===== config.mk =====
export PLATFORM = sky130hd
export DESIGN_NAME = id_ex_decoder
export DESIGN_NICKNAME = d
export VERILOG_FILES = /design/src/rtl/mips_ctrl_pkg.sv /design/src/rtl/decode_ctrl.sv /design/src/rtl/id_ex_decoder.sv
export SDC_FILE = /design/constraint.sdc
export NUM_CORES = 1
export LEC_CHECK = 0
export ABC_AREA = 1
export CORE_ASPECT_RATIO = 0.7
export CORE_UTILIZATION = 41
export CTS_BUF_LIST = sky130_fd_sc_hd__clkbuf_2 sky130_fd_sc_hd__clkbuf_4 sky130_fd_sc_hd__clkbuf_8
export DETAILED_ROUTE_END_ITERATION = 12
export PLACE_DENSITY_LB_ADDON = 0.12
export SYNTH_ARGS = -nofsm -noshare
export SYNTH_HDL_FRONTEND = slang
export SYNTH_SLANG_ARGS = --single-unit

===== constraint.sdc =====
create_clock -name clk_i -period 1.9 [get_ports clk_i]
set_clock_uncertainty 0.05 [all_clocks]
set_input_delay 0.285 -clock clk_i [delete_from_list [all_inputs] [get_ports clk_i]]
set_output_delay 0.285 -clock clk_i [all_outputs]
set_load 0.01 [all_outputs]

===== src/rtl/mips_ctrl_pkg.sv =====
// Shared opcodes, ALU-op codes and the control bundle
// for the ID stage decoder and ID/EX register.
package mips_ctrl_pkg;

  localparam logic [5:0] OP_RTYPE = 6'd0;
  localparam logic [5:0] OP_BGE   = 6'd1;
  localparam logic [5:0] OP_BEQ   = 6'd4;
  localparam logic [5:0] OP_BNE   = 6'd5;
  localparam logic [5:0] OP_BGT   = 6'd7;
  localparam logic [5:0] OP_ADDI  = 6'd8;
  localparam logic [5:0] OP_SLTI  = 6'd10;
  localparam logic [5:0] OP_LW    = 6'd35;
  localparam logic [5:0] OP_SW    = 6'd43;

  localparam logic [3:0] ALU_R    = 4'd0;
  localparam logic [3:0] ALU_ADDI = 4'd1;
  localparam logic [3:0] ALU_SLTI = 4'd2;
  localparam logic [3:0] ALU_BEQ  = 4'd3;
  localparam logic [3:0] ALU_SW   = 4'd4;
  localparam logic [3:0] ALU_LW   = 4'd5;
  localparam logic [3:0] ALU_BNE  = 4'd6;
  localparam logic [3:0] ALU_BGE  = 4'd7;
  localparam logic [3:0] ALU_BGT  = 4'd8;

  typedef struct packed {
    logic       reg_write;
    logic       alu_src;
    logic       reg_dst;
    logic       branch;
    logic       mem_read;
    logic       mem_to_reg;
    logic       mem_write;
    logic [3:0] alu_op;
  } ctrl_t;

  localparam ctrl_t CTRL_NOP = '0;

endpackage


===== src/rtl/decode_ctrl.sv =====
// Combinational opcode decoder: control bundle,
// legality and whether the rt field is a source.
module decode_ctrl
  import mips_ctrl_pkg::*;
#(
  parameter int EXT_BRANCH = 1
) (
  input  logic [5:0] i_op,
  output ctrl_t      o_ctrl,
  output logic       o_legal,
  output logic       o_uses_rt
);

  localparam logic EXT = (EXT_BRANCH != 0);

  logic w_bge;
  logic w_bgt;

  assign w_bge = EXT & (i_op == OP_BGE);
  assign w_bgt = EXT & (i_op == OP_BGT);

  always_comb begin
    o_ctrl  = CTRL_NOP;
    o_legal = 1'b1;
    unique case (1'b1)
      (i_op == OP_RTYPE): begin
        o_ctrl.alu_op    = ALU_R;
        o_ctrl.reg_dst   = 1'b1;
        o_ctrl.reg_write = 1'b1;
      end
      (i_op == OP_ADDI): begin
        o_ctrl.alu_op    = ALU_ADDI;
        o_ctrl.alu_src   = 1'b1;
        o_ctrl.reg_write = 1'b1;
      end
      (i_op == OP_SLTI): begin
        o_ctrl.alu_op    = ALU_SLTI;
        o_ctrl.alu_src   = 1'b1;
        o_ctrl.reg_write = 1'b1;
      end
      (i_op == OP_BEQ): begin
        o_ctrl.alu_op = ALU_BEQ;
        o_ctrl.branch = 1'b1;
      end
      (i_op == OP_SW): begin
        o_ctrl.alu_op    = ALU_SW;
        o_ctrl.alu_src   = 1'b1;
        o_ctrl.mem_write = 1'b1;
      end
      (i_op == OP_LW): begin
        o_ctrl.alu_op     = ALU_LW;
        o_ctrl.alu_src    = 1'b1;
        o_ctrl.mem_read   = 1'b1;
        o_ctrl.mem_to_reg = 1'b1;
        o_ctrl.reg_write  = 1'b1;
      end
      (i_op == OP_BNE): begin
        o_ctrl.alu_op = ALU_BNE;
        o_ctrl.branch = 1'b1;
      end
      w_bge: begin
        o_ctrl.alu_op = ALU_BGE;
        o_ctrl.branch = 1'b1;
      end
      w_bgt: begin
        o_ctrl.alu_op = ALU_BGT;
        o_ctrl.branch = 1'b1;
      end
      default: o_legal = 1'b0;
    endcase
  end

  // rt is a source for these even when extended branches are disabled
  assign o_uses_rt = (i_op == OP_RTYPE) | (i_op == OP_BEQ)
                   | (i_op == OP_BNE)   | (i_op == OP_BGE)
                   | (i_op == OP_BGT)   | (i_op == OP_SW);

endmodule


===== src/rtl/id_ex_decoder.sv =====
// ID stage: decode, load-use hazard detection, ID/EX
// pipeline register and saturating illegal-opcode counter.
module id_ex_decoder
  import mips_ctrl_pkg::*;
#(
  parameter int ALU_OP_W   = 4,
  parameter int REG_AW     = 5,
  parameter int CNT_W      = 8,
  parameter int EXT_BRANCH = 1
) (
  input  logic                clk_i,
  input  logic                rst_i,
  input  logic [31:0]         instr_i,
  input  logic                instr_valid_i,
  input  logic                stall_i,
  input  logic                flush_i,
  output logic                id_hold_o,
  output logic                ex_valid_o,
  output logic                ex_RegWrite_o,
  output logic [ALU_OP_W-1:0] ex_ALU_op_o,
  output logic                ex_ALUSrc_o,
  output logic                ex_RegDst_o,
  output logic                ex_Branch_o,
  output logic                ex_MemRead_o,
  output logic                ex_MemtoReg_o,
  output logic                ex_MemWrite_o,
  output logic [REG_AW-1:0]   ex_rs_o,
  output logic [REG_AW-1:0]   ex_rt_o,
  output logic [REG_AW-1:0]   ex_rd_o,
  output logic                ex_illegal_o,
  output logic [CNT_W-1:0]    illegal_cnt_o
);

  logic [5:0]        w_op;
  logic [REG_AW-1:0] w_rs;
  logic [REG_AW-1:0] w_rt;
  logic [REG_AW-1:0] w_rd;
  ctrl_t             w_ctrl;
  logic              w_legal;
  logic              w_uses_rt;
  logic              w_hazard;
  logic              w_ld_valid;
  logic              w_ld_ill;
  logic              w_unused;

  ctrl_t             r_ctrl;
  logic              r_valid;
  logic [REG_AW-1:0] r_rs;
  logic [REG_AW-1:0] r_rt;
  logic [REG_AW-1:0] r_rd;
  logic              r_illegal;
  logic [CNT_W-1:0]  r_cnt;

  assign w_op     = instr_i[31:26];
  assign w_rs     = REG_AW'(instr_i[25:21]);
  assign w_rt     = REG_AW'(instr_i[20:16]);
  assign w_rd     = REG_AW'(instr_i[15:11]);
  assign w_unused = ^instr_i[10:0];

  decode_ctrl #(
    .EXT_BRANCH(EXT_BRANCH)
  ) u_dec (
    .i_op      (w_op),
    .o_ctrl    (w_ctrl),
    .o_legal   (w_legal),
    .o_uses_rt (w_uses_rt)
  );

  // After the bubble r_valid is 0, so the check never fires twice
  assign w_hazard = r_valid & r_ctrl.mem_read
                  & (r_rt != '0)
                  & instr_valid_i & ~flush_i
                  & ((r_rt == w_rs)
                    | (w_uses_rt & (r_rt == w_rt)));

  assign id_hold_o  = stall_i | w_hazard;
  assign w_ld_valid = instr_valid_i & w_legal;
  assign w_ld_ill   = instr_valid_i & ~w_legal;

  always_ff @(posedge clk_i or negedge rst_i) begin
    if (!rst_i) begin
      r_ctrl    <= CTRL_NOP;
      r_valid   <= 1'b0;
      r_rs      <= '0;
      r_rt      <= '0;
      r_rd      <= '0;
      r_illegal <= 1'b0;
      r_cnt     <= '0;
    end else if (flush_i || (!stall_i && w_hazard)) begin
      r_ctrl    <= CTRL_NOP;
      r_valid   <= 1'b0;
      r_rs      <= '0;
      r_rt      <= '0;
      r_rd      <= '0;
      r_illegal <= 1'b0;
    end else if (stall_i) begin
      r_illegal <= 1'b0;
    end else begin
      r_ctrl    <= w_ld_valid ? w_ctrl : CTRL_NOP;
      r_valid   <= w_ld_valid;
      r_rs      <= w_ld_valid ? w_rs : '0;
      r_rt      <= w_ld_valid ? w_rt : '0;
      r_rd      <= w_ld_valid ? w_rd : '0;
      r_illegal <= w_ld_ill;
      if (w_ld_ill && (r_cnt != '1)) begin
        r_cnt <= r_cnt + 1'b1;
      end
    end
  end

  assign ex_valid_o    = r_valid;
  assign ex_RegWrite_o = r_ctrl.reg_write;
  assign ex_ALU_op_o   = ALU_OP_W'(r_ctrl.alu_op);
  assign ex_ALUSrc_o   = r_ctrl.alu_src;
  assign ex_RegDst_o   = r_ctrl.reg_dst;
  assign ex_Branch_o   = r_ctrl.branch;
  assign ex_MemRead_o  = r_ctrl.mem_read;
  assign ex_MemtoReg_o = r_ctrl.mem_to_reg;
  assign ex_MemWrite_o = r_ctrl.mem_write;
  assign ex_rs_o       = r_rs;
  assign ex_rt_o       = r_rt;
  assign ex_rd_o       = r_rd;
  assign ex_illegal_o  = r_illegal;
  assign illegal_cnt_o = r_cnt;

endmodule


==> results.yml <==
outcome:
  status: "finished, final reports clean"
die:
  io_pins: 74
  die_w_um: 87.0
  die_h_um: 61.5
  die-area_mm2: 0.00535
  core_area_mm2: 0.00481
  initial_utilization_pct: 43.1
  rows: 21
worst_setup_path:
  critPathLaunchType: "flip-flop"
  regToRegSetupSlack_ns: 0.17
  critical_path_required_ns: 1.56
  crit_arrival_ns: 1.52
  worstSetupPathType: "reg -> out"
  end_kind: "output pin"
  cp_max_fo: 4
final_layout:
  antennaDiodeCount: 0
  stdcell_count: 431
  drive_above_1_share_pct: 30.7
  fin_util_pct: 67.7
  nets: 399
  layout_common_cells: "nand2_1, clkdlybuf4s50_1, buf_4, inv_1, dfrtp_1"
  final_common_cell: "nand2_1"
  area_delta_synth_final_pct: 57.1
route:
  dr.pass1.iters: 4
  wl_met1_um: 2660
  routed_via_density: 4.69
  drtAntennaViolNets: 0
  top_layer_used: "met4"
  drt_wl_total_um: 5360
  met3WireLength_um: 257
  drt-wirelength-per-cell_um: 12.4
  wl_met2_um: 2390
  drcViolationCount: 0
  first_iter_violations: 85
  vias: 2020
cts:
  cts_tree: "built"
  cts_made_buffers: 5
  clock_latency_ns: 0.29
  clkTransAtPathRegs_ns: 0.07
  cts_buffer_depth: 2
  root_buffer: "clkbuf_8"
  h-tree-depth: 2
  cts-hold-fix-buffers: 0
  clock-sinks: 35
timing:
  finalCritPeriodShare_pct: 97.6
  setup_ws_ns: 0.0463
  setup_viol: 0
  finalHoldViolations: 0
  tightestPinTransition_ns: 0.458
  drv_slew: 0
  max_freq_ghz: 0.539
  rsz0062_at_grt: "true"
  min_period_ns: 1.85
  setup_total_negative_slack_ns: 0
  relSlewSlack_pct: 69.5
place:
  placedCellCount: 416
  gp_routability_congestion: 0.906
  io_buffers: 62
  place_ws_ns: -0.525
  dp_hpwl_um: 3820
synthesis:
  syn_inst: 250
  synth-seq-cells: 35
  yosysSeqAreaShare_pct: 42.2
  syn_avg_cell_area_um2: 8.29
  syn_area_mm2: 0.00207
  synth_warnings: 0
  syn_nets: 288
  synth.distinct_cells: 29
min_path:
  hold_path.class: "in -> reg"
job:
  cap_viol_max_count: 0
pwr:
  powerDensity_mw_per_mm2: 557
  ir_drop_v: 0.000314
  leakage_nw: 1.62
grt:
  grt_pass1_vias: 1911
  overflow: 0
  grt_use_total_pct: 21.5
  grt_pass1_wl_um: 8630
  grt_max_degree: 36
  antenna_found_initial: 0
worst paths after layout:
check                                       start  depth (start not counted)                endpoint
setup / recovery           ex_rt_o[4]$_DFFE_PN0P_                          7               id_hold_o
hold / removal                        instr_i[18]                          4  ex_rt_o[2]$_DFFE_PN0P_
setup reg to reg           ex_rt_o[3]$_DFFE_PN0P_                         10  ex_rs_o[2]$_DFFE_PN0P_
hold reg to reg            ex_rd_o[4]$_DFFE_PN0P_                          2  ex_rd_o[4]$_DFFE_PN0P_
max in group asynchronous                   rst_i                          2  ex_rt_o[0]$_DFFE_PN0P_
min in group asynchronous                   rst_i                          2  ex_rs_o[2]$_DFFE_PN0P_
metal layers:
metal | vias to the layer above | global-route usage (%)
met5 | - | 0
met3 | 7 | 4.69
met2 | 50 | 33.0
li1 | 1011 | -
met4 | 0 | 7.14
met1 | 952 | 30.4
critical path: stages (launching register included):
cell	delay (ns)
dfrtp_2	0.43
buf_4	0.15
xnor2_1	0.18
nand3_2	0.14
nand2_4	0.10
nand2_4	0.05
nand2_1	0.05
buf_2	0.12
power breakdown:
part           switching (mW)  leakage, nW  internal [mW]  total, mW
Sequential             0.0547        0.477          0.783      0.838
Clock                   0.282       0.0446          0.271      0.552
Combinational           0.203         1.10          0.219      0.423
state kept, by name, summed over array words and instances (netlist names):
| signal | flops |
|---|---|
| ex_RegWrite_o | 1 |
| ex_valid_o | 1 |
| ex_ALU_op_o | 4 |
| illegal_cnt_o | 8 |
| ex_rt_o | 5 |
| ex_rd_o | 5 |
| ex_MemRead_o | 1 |
| ex_Branch_o | 1 |
| ex_ALUSrc_o | 1 |
| ex_MemWrite_o | 1 |
| ex_illegal_o | 1 |
| ex_rs_o | 5 |
| ex_RegDst_o | 1 |
per-stage QoR:
stage,hold WS (ns),cell area (um^2),power [mW]
floorplan,-0.0606,2070,1.02
global placement,0.415,3070,1.25
detailed placement,0.418,3070,1.27
CTS,0.379,3200,1.82
global route,0.352,3260,1.90
finish,0.331,3260,1.81
area by class of cell:
cell class | instances | area, um^2
Tap cell | 69 | 86.3
Multi-Input combinational cell | 170 | 1030
Inverter | 39 | 146
Sequential cell | 35 | 881
Clock inverter | 2 | 12.5
Fill cell | 418 | 1550
Clock buffer | 6 | 76.3
Timing Repair Buffer | 110 | 1020
cell families (layout without fill, tap and decap cells):
logic type,count (synthesis),count (layout),synth area share (%)
xor gates and xnor gates,10,10,4.22
AOI/OAI and AO/OA,30,30,11.5
adders and majority gates,1,1,0.603
DFF,35,35,42.2
buffers and inverters,45,157,9.90
and+or+nand+nor,129,129,31.5
cell usage after synthesis (all sizes together):
master	number	area share, %
a21boi	1	0.36
a21oi	2	1.0
a31oi	3	0.91
buf	3	2.3
clkbuf	3	0.54
dfrtp	35	42
ha	1	0.60
inv	39	7.1
nand2	81	16
nand3	16	5.2
nand4	13	5.4
nor2	17	4.6
nor3	2	0.48
o21ai	24	9.2
xnor2	4	1.7
xor2	6	2.5
what timing repair did:
item	in CTS	in global routing
resized for setup	19	12
buffers inserted	4	3
setup endpoints to repair	1	1
pin swaps	5	10
Note: power is estimated with default switching activity, not from simulation.
